==> src/rtl/id_pkg.sv <==
// Shared decode definitions for id_stage: opcodes, instruction field positions,
// FSM states and the control half of the execute bundle.
package id_pkg;

    localparam int REG_AW = 5;

    localparam logic [5:0] OP_NOP  = 6'h00;
    localparam logic [5:0] OP_ALU  = 6'h01;
    localparam logic [5:0] OP_ADDI = 6'h02;
    localparam logic [5:0] OP_LW   = 6'h03;
    localparam logic [5:0] OP_SW   = 6'h04;
    localparam logic [5:0] OP_BEQ  = 6'h05;
    localparam logic [5:0] OP_HALT = 6'h3F;

    localparam int OP_HI  = 31;
    localparam int OP_LO  = 26;
    localparam int RD_HI  = 25;
    localparam int RD_LO  = 21;
    localparam int RS_HI  = 20;
    localparam int RS_LO  = 16;
    localparam int RT_HI  = 15;
    localparam int RT_LO  = 11;
    localparam int IMM_HI = 15;
    localparam int IMM_LO = 0;
    localparam int FN_HI  = 5;
    localparam int FN_LO  = 0;

    typedef enum logic [1:0] {
        ST_RUN    = 2'd0,
        ST_STALL  = 2'd1,
        ST_HALTED = 2'd2
    } id_state_t;

    typedef struct packed {
        logic        valid;
        logic [5:0]  op;
        logic [5:0]  funct;
        logic [4:0]  rd;
    } ex_ctrl_t;

    function automatic logic is_valid_op(input logic [5:0] op);
        case (op)
            OP_ALU, OP_ADDI, OP_LW, OP_SW, OP_BEQ, OP_HALT: return 1'b1;
            OP_NOP:                                         return 1'b0;
            default:                                        return 1'b0;
        endcase
    endfunction

    // Second read port carries rt, or rd for SW; ADDI and LW use those bits as immediate.
    function automatic logic reads_port_b(input logic [5:0] op);
        return (op == OP_ALU) || (op == OP_SW) || (op == OP_BEQ) || (op == OP_HALT);
    endfunction

endpackage

==> src/rtl/id_regfile.sv <==
// Register file for id_stage: two combinational reads, one synchronous write, r0 reads zero.
// Define ID_BYPASS_EN to forward same-cycle writeback data onto the read ports.
module id_regfile
    import id_pkg::*;
#(
    parameter int NREG = 32,
    parameter int XLEN = 32
) (
    input  logic              CLOCK_50,
    input  logic              reset,
    input  logic [REG_AW-1:0] i_ra_addr,
    input  logic [REG_AW-1:0] i_rb_addr,
    input  logic              i_we,
    input  logic [REG_AW-1:0] i_wa,
    input  logic [XLEN-1:0]   i_wd,
    output logic [XLEN-1:0]   o_ra_data,
    output logic [XLEN-1:0]   o_rb_data
);

    logic [XLEN-1:0] r_regs [NREG];

    // NOTE: the whole array is reset because every architectural register must come up as 0.
    always_ff @(posedge CLOCK_50 or posedge reset) begin
        if (reset) begin
            for (int i = 0; i < NREG; i++) begin
                r_regs[i] <= '0;
            end
        end else if (i_we && (i_wa != '0)) begin
            r_regs[i_wa] <= i_wd;
        end
    end

    // NOTE: outputs get a default before any conditional override so no latch can be inferred.
    always_comb begin
        o_ra_data = r_regs[i_ra_addr];
        o_rb_data = r_regs[i_rb_addr];
`ifdef ID_BYPASS_EN
        if (i_we && (i_wa == i_ra_addr)) o_ra_data = i_wd;
        if (i_we && (i_wa == i_rb_addr)) o_rb_data = i_wd;
`endif
        if (i_ra_addr == '0) o_ra_data = '0;
        if (i_rb_addr == '0) o_rb_data = '0;
    end

endmodule

==> src/rtl/id_stage.sv <==
// Decode stage: field decode, operand read, load-use stall and HALT latch, registered bundle to execute.
// Same-cycle writeback forwarding is enabled by defining ID_BYPASS_EN.
module id_stage
    import id_pkg::*;
#(
    parameter int NREG = 32,
    parameter int XLEN = 32
) (
    input  logic            CLOCK_50,
    input  logic            reset,
    input  logic [31:0]     id_instr,
    output logic            fe_stall,
    input  logic            wb_en,
    input  logic [4:0]      wb_addr,
    input  logic [XLEN-1:0] wb_data,
    output logic            ex_valid,
    output logic [5:0]      ex_op,
    output logic [5:0]      ex_funct,
    output logic [4:0]      ex_rd,
    output logic [XLEN-1:0] ex_a,
    output logic [XLEN-1:0] ex_b,
    output logic [XLEN-1:0] ex_imm,
    output logic            halted
);

    logic [5:0]      w_op;
    logic [4:0]      w_rd;
    logic [4:0]      w_rs;
    logic [4:0]      w_rt;
    logic [4:0]      w_rb_addr;
    logic [5:0]      w_funct;
    logic [15:0]     w_imm;
    logic [XLEN-1:0] w_ra_data;
    logic [XLEN-1:0] w_rb_data;
    logic            w_hazard;

    id_state_t       r_state;
    ex_ctrl_t        r_ex;
    logic [XLEN-1:0] r_a;
    logic [XLEN-1:0] r_b;
    logic [XLEN-1:0] r_imm;
    logic            r_halted;

    assign w_op      = id_instr[OP_HI:OP_LO];
    assign w_rd      = id_instr[RD_HI:RD_LO];
    assign w_rs      = id_instr[RS_HI:RS_LO];
    assign w_rt      = id_instr[RT_HI:RT_LO];
    assign w_funct   = id_instr[FN_HI:FN_LO];
    assign w_imm     = id_instr[IMM_HI:IMM_LO];
    assign w_rb_addr = (w_op == OP_SW) ? w_rd : w_rt;

    id_regfile #(
        .NREG (NREG),
        .XLEN (XLEN)
    ) u_regfile (
        .CLOCK_50  (CLOCK_50),
        .reset     (reset),
        .i_ra_addr (w_rs),
        .i_rb_addr (w_rb_addr),
        .i_we      (wb_en),
        .i_wa      (wb_addr),
        .i_wd      (wb_data),
        .o_ra_data (w_ra_data),
        .o_rb_data (w_rb_data)
    );

    // A load in execute whose result the incoming word needs; a bubble bundle never matches.
    assign w_hazard = r_ex.valid && (r_ex.op == OP_LW) && (r_ex.rd != '0) &&
                      ((is_valid_op(w_op) && (w_rs == r_ex.rd)) ||
                       (reads_port_b(w_op) && (w_rb_addr == r_ex.rd)));

    assign fe_stall = (r_state == ST_RUN) && w_hazard;

    // NOTE: state and outputs are registers, so every assignment here is non-blocking.
    always_ff @(posedge CLOCK_50 or posedge reset) begin
        if (reset) begin
            r_state  <= ST_RUN;
            r_ex     <= '0;
            r_a      <= '0;
            r_b      <= '0;
            r_imm    <= '0;
            r_halted <= 1'b0;
        end else begin
            r_ex  <= '0;
            r_a   <= '0;
            r_b   <= '0;
            r_imm <= '0;
            case (r_state)
                ST_RUN, ST_STALL: begin
                    if (fe_stall) begin
                        r_state <= ST_STALL;
                    end else if (is_valid_op(w_op)) begin
                        r_ex.valid <= 1'b1;
                        r_ex.op    <= w_op;
                        r_ex.funct <= (w_op == OP_ALU) ? w_funct : 6'd0;
                        r_ex.rd    <= ((w_op == OP_SW) || (w_op == OP_BEQ)) ? 5'd0 : w_rd;
                        r_a        <= w_ra_data;
                        r_b        <= w_rb_data;
                        r_imm      <= {{(XLEN-16){w_imm[15]}}, w_imm};
                        if (w_op == OP_HALT) begin
                            r_state  <= ST_HALTED;
                            r_halted <= 1'b1;
                        end else begin
                            r_state <= ST_RUN;
                        end
                    end else begin
                        r_state <= ST_RUN;
                    end
                end
                ST_HALTED: r_state <= ST_HALTED;
                default:   r_state <= ST_RUN;
            endcase
        end
    end

    assign ex_valid = r_ex.valid;
    assign ex_op    = r_ex.op;
    assign ex_funct = r_ex.funct;
    assign ex_rd    = r_ex.rd;
    assign ex_a     = r_a;
    assign ex_b     = r_b;
    assign ex_imm   = r_imm;
    assign halted   = r_halted;

endmodule

==> config.mk <==
export PLATFORM = sky130hd
export DESIGN_NAME = id_stage
export DESIGN_NICKNAME = d
export VERILOG_FILES = /design/src/rtl/id_pkg.sv /design/src/rtl/id_regfile.sv /design/src/rtl/id_stage.sv
export SDC_FILE = /design/constraint.sdc
export NUM_CORES = 2
export LEC_CHECK = 0
export CAP_MARGIN = 10
export CORE_MARGIN = 8
export CORE_UTILIZATION = 56
export DETAILED_ROUTE_END_ITERATION = 8
export PLACE_DENSITY_LB_ADDON = 0.12
export SLEW_MARGIN = 20
export SYNTH_ARGS = -nofsm -noshare
export SYNTH_HDL_FRONTEND = slang
export SYNTH_SLANG_ARGS = --single-unit
export TNS_END_PERCENT = 20
==> constraint.sdc <==
create_clock -name CLOCK_50 -period 40.1 [get_ports CLOCK_50]
set_input_delay 8.02 -clock CLOCK_50 [delete_from_list [all_inputs] [get_ports CLOCK_50]]
set_output_delay 8.02 -clock CLOCK_50 [all_outputs]
set_load 0.03 [all_outputs]
## Word level (Yosys, flattened, before mapping)

Index checks and enable logic that the tools add are counted.

| storage, ports and cells | value |
|---|---|
| register bits | 1141 |
| input port bits | 72 |
| output and inout bits | 116 |

| operators by class | value |
|---|---|
| $lt $le $gt $ge | 4 |
| equality and inequality tests | 11 |
| mux-type cells | 33 |
| bitwise logic cells | 4 |
| reductions and logical operators | 21 |

Operator list:

| cell | count |
|---|---|
| bitwise mux 1024 bit | 1 |
| 2-to-1 mux 32 bit | 16 |
| binary-select mux 32 bit (select 5 bit) | 2 |
| demux 32 bit (select 5 bit) | 1 |
| 2-to-1 mux 18 bit | 3 |
| equality test 6 x 2 -> 1 bit, second input constant | 3 |
| greater-or-equal comparator 6 bit, second input constant | 3 |
| NOT 5 -> 6 bit | 3 |
| equality test 6 x 3 -> 1 bit, second input constant | 2 |
| equality test 5 bit | 2 |
| zero test 5 bit | 2 |
| 2-to-1 mux 5 bit | 2 |
| nonzero test 5 bit | 2 |
| logical AND 1 bit | 8 |
| equality test 6 x 1 -> 1 bit, second input constant | 1 |
| equality test 6 bit, second input constant | 1 |
| < comparator 6 x 1 -> 1 bit, second input constant | 1 |
| 2-to-1 mux 2 bit | 3 |
| 2-to-1 mux 6 bit | 1 |
| OR reduction 6 bit | 1 |
| logical OR 1 bit | 5 |
| case mux 2 bit (2 select lines) | 1 |
| AND reduction 4 bit | 1 |
| 2-to-1 mux 1 bit | 3 |
| other kinds (5) | 5 |

## Longest topological paths before layout

| logic depth | value |
|---|---|
| depth after elaboration | 13 |
| mapped depth | 12 |
| mapped depth without buffers | 8 |

## By module

A second synthesis with hierarchy kept.

| unflattened totals | value |
|---|---|
| cells, all modules | 3910 |
| area total of the unflattened synthesis | 58939.0 µm² |

By module, submodules not included:

| module | times used | cells each | area each (µm²) | seq. area each (µm²) |
|---|---|---|---|---|
| id_regfile | 1 | 3617 | 55012.8 | 25624.6 |
| id_stage | 1 | 293 | 3926.3 | 2527.4 |

## Worst setup path before layout

Ideal clock, no wire load.

| timing path | value |
|---|---|
| path type | input-to-output |
| start point | input port id_instr[27] |
| end point | output port fe_stall |
| data arrival time | 10.011 ns |
| setup slack | 22.069 ns |
| stages | 7 |
| buffers on the path | 1 |
| path through | or4_4 > buf_6 > nor2_1 > a21oi_1 > or4_1 > o21a_1 > nor2_1 |

| on the way | value |
|---|---|
| word-level cells in the longest chain between the ends | 8 |
| elaborated cells between the ends (all ways) | 18 |
| those cells by class | eq/ne: 7; mux: 2; reduce/logical: 9 |

Ends and longest elaborated chain:

| item | RTL line | source |
|---|---|---|
| start: declaration | id_stage.sv:11 | `input logic [31:0] id_instr,` |
| branches (longest 5 deep; another with equality test 6 x 3 -> 1 bit) | -- |  |
| logical OR 1 bit (*) | id_stage.sv:69 | `((is_valid_op(w_op) && (w_rs == r_ex.rd)) \|\|` |
| logical AND 1 bit (*) | id_stage.sv:68 | `assign w_hazard = r_ex.valid && (r_ex.op == OP_LW) && (r_ex.rd != '0) &&` |
| logical AND 1 bit (*) | id_stage.sv:72 | `assign fe_stall = (r_state == ST_RUN) && w_hazard;` |
| end: declaration | id_stage.sv:12 | `output logic fe_stall,` |

Every way passes the cells marked *.

## Final worst setup path

| timing path | value |
|---|---|
| start point | input port id_instr[26] |
| end point | output port fe_stall |

Same word-level chain as after synthesis.

==> out/results.txt <==
via count: 37900
die area: 113000 sq um
HPWL after DPL: 101000 microns
CP endpoint kind: output pin
CP arrival: 11.61 ns
Clock Tree Buf Depth: 3
Tmin final: 19.63 ns
Initial Util: 0.565
Layout Nets: 3918
Non-Filler Instances: 5323
largest stage delay on the critical path: 0.79 ns
Synth async-reset ratio: 1.00
Worst-Margin Slew: 1.18 ns
final hold violation count: 0
CP startpoint kind: input port
fmax: 50.9 MHz
skew final: 0.0202 ns
Synth area leaders: dfrtp_1 (49%), mux2_2 (19%), mux4_2 (19%)
Root Buffer: clkbuf_16
placed cells: 5080
WS Path Type: in2out
largest net degree at the start of global routing: 184
Crit path max-delay family: simple AND/OR/NAND/NOR gates
port bufs: 187
top cell type's share of synthesized area: 0.489
post-CTS setup buffer count: 0
Avg Synthesized Cell Area: 14.8 sq um
top-level port count: 188
number of routed nets with antenna violations: 0
# clock sinks: 1125
H-tree lvl count: 4
DRC viols: 0
GP Congestion: 0.852
area of the core: 102000 sq um
Post-Synthesis Cells: 3880
register area share after synthesis: 0.489
CP required: 32.08 ns
#FFs+latches synth: 1125
max cap viols: 0
Layout area overhead: 12.2%
layout cells sized above 1: 0.467
GRT Util Overall: 0.328
first-pass GRT wire length: 273000 microns
WL final: 186000 microns
status: completed
initial antenna violation count: 6
CP dominant cell by count: clkdlybuf4s50_1
Routed WL per cell: 34.9 microns
CP max-delay cell: nor2b_1
Slew headroom: 0.213
CP bufs+invs: 2
CTS tree: yes
FP Rows: 117
CP Cell Sequence: clkdlybuf4s50_1 > nor2b_1 > nand2_1 > mux2i_1 > a2111o_1 > o21a_1 > nor2_1 > clkdlybuf4s50_1
Ys Warns: 0
Syn Nets: 3952
Initial DRC Count: 4265
setup TNS: 0 ns
worst hold path class: reg2reg
fin crit share: 0.489
Power Dens Cells: 50.6 nW/um^2
via/cell ratio: 7.12
count leader, synth: dfrtp_1
Fill cells: 7396
ys flop type: dfrtp_1
most instantiated cells after synthesis: dfrtp_1 (1125), mux2_2 (992), mux4_2 (487)
cts hold-fix bufs: 0
CP Max Fanout: 15
total gr overflow: 0
synthesized cell area: 57600 sq um
fin. max-slew vios: 0
Clk Latency, worst-skew pair: 0.74 ns
cts bufs inserted: 130
number of global-route vias before repair: 40300
Die H: 337 microns
cell taking the most area after synthesis: dfrtp_1
Die W: 337 microns
RSZ-0062 raised after global routing: no
Yosys cell types: 75
drt pass-1 iters: 6
clk slew on worst S/H paths: 0.06 ns
Leak: 27.8 nW
setup violators final: 0
VDD IR max: 32.6 uV
post-cts resize count: 0
EDFF count, synth: 0
==> registers in the layout, indices dropped and copies added (netlist names) <==
signal            count
ex_a                 32
ex_funct              6
ex_valid              1
ex_op                 6
ex_imm               16
ex_rd                 5
u_regfile.r_regs   1024
halted                1
ex_b                 32
r_state               2
==> metrics by stage <==
step / util / power (W) / area [sq um] / setup slack [ns] / hold slack (ns)
floorplan: - / 0.00193 / 57600 / 0.400 / 0.441
detailed placement: 0.592 / 0.00211 / 60300 / 20.54 / 0.383
global placement: 0.592 / 0.00206 / 60300 / 20.55 / 0.377
CTS: 0.634 / 0.00328 / 64600 / 20.51 / 0.397
finish: 0.634 / 0.00327 / 64600 / 20.47 / 0.401
global route: 0.634 / 0.00339 / 64600 / 20.30 / 0.409
==> placed cells by master (no fill, tap or decap), drive strengths merged, types with 25 or more instances in the layout <==
| master | instances |
|---|---|
| a21oi | 34 |
| a22o | 27 |
| a22oi | 105 |
| buf | 97 |
| clkbuf | 191 |
| clkdlybuf4s50 | 178 |
| clkinv | 30 |
| dfrtp | 1125 |
| mux2 | 992 |
| mux2i | 93 |
| mux4 | 487 |
| nand2 | 175 |
| nand3 | 42 |
| nor2 | 36 |
| nor3 | 40 |
| o21ai | 25 |
==> logic make-up (layout without fill, tap and decap cells) <==
| kind of cell | Yosys count | after routing | share of synthesized area |
|---|---|---|---|
| muxes | 1572 | 1572 | 0.401 |
| DFF | 1125 | 1125 | 0.489 |
| buffers and inverters | 451 | 521 | 0.0324 |
| and+or+nand+nor | 393 | 393 | 0.0332 |
| AOI/OAI and AO/OA | 329 | 329 | 0.0435 |
| xor gates and xnor gates | 10 | 10 | 0.00165 |
| other | 0 | 5 | 0 |
==> area by class of cell <==
| class | instances | area, sq um | area share |
|---|---|---|---|
| inverter | 10 | 45.0 | 0.000697 |
| clock buffer | 191 | 3840 | 0.0594 |
| antenna | 5 | 12.5 | 0.000194 |
| timing repair buffer | 275 | 2600 | 0.0403 |
| clock inverter | 45 | 413 | 0.00639 |
| sequential | 1125 | 28200 | 0.436 |
| multi-input combinational | 2304 | 27900 | 0.431 |
| tap | 1368 | 1710 | 0.0265 |
==> worst register-to-register path, stage by stage (launching register included) <==
cell	delay (ns)
dfrtp_1	0.46
xor2_1	0.19
a2111oi_0	0.43
mux2i_1	0.14
a2111o_1	0.41
o21ai_2	0.28
a21o_2	0.66
buf_4	0.55
inv_2	0.35
and2_1	0.30
==> where the power goes <==
part / switching [W] / internal (W) / leakage, nW
clock: 0.000483 / 0.000692 / 2.11
combinational: 0.000249 / 0.000363 / 11.2
sequential: 0.000150 / 0.00133 / 14.5
total: 0.000883 / 0.00239 / 27.8
==> layer usage <==
metal | global-route usage | up-vias | share of wire
met4 | 0.158 | 2 | 0.054
li1 | - | 14800 | -
met3 | 0.0889 | 595 | 0.095
met5 | 0 | - | 0.000059
met1 | 0.429 | 20300 | 0.39
met2 | 0.511 | 2120 | 0.46
==> worst paths after layout <==
kind                                   startpoint  cells after the start                     end  slack (ns)
min reg2reg                u_regfile.r_regs[1000]                      0  u_regfile.r_regs[1000]        0.40
max reg2reg                              ex_rd[4]                      9              ex_imm[30]       36.21
min in group asynchronous                   reset                      2               ex_imm[2]        7.80
max                                  id_instr[26]                      8                fe_stall       20.47
max in group asynchronous                   reset                      5   u_regfile.r_regs[590]       29.05
min                        u_regfile.r_regs[1000]                      0  u_regfile.r_regs[1000]        0.40
No activity file was read; power rests on OpenSTA's default activity.
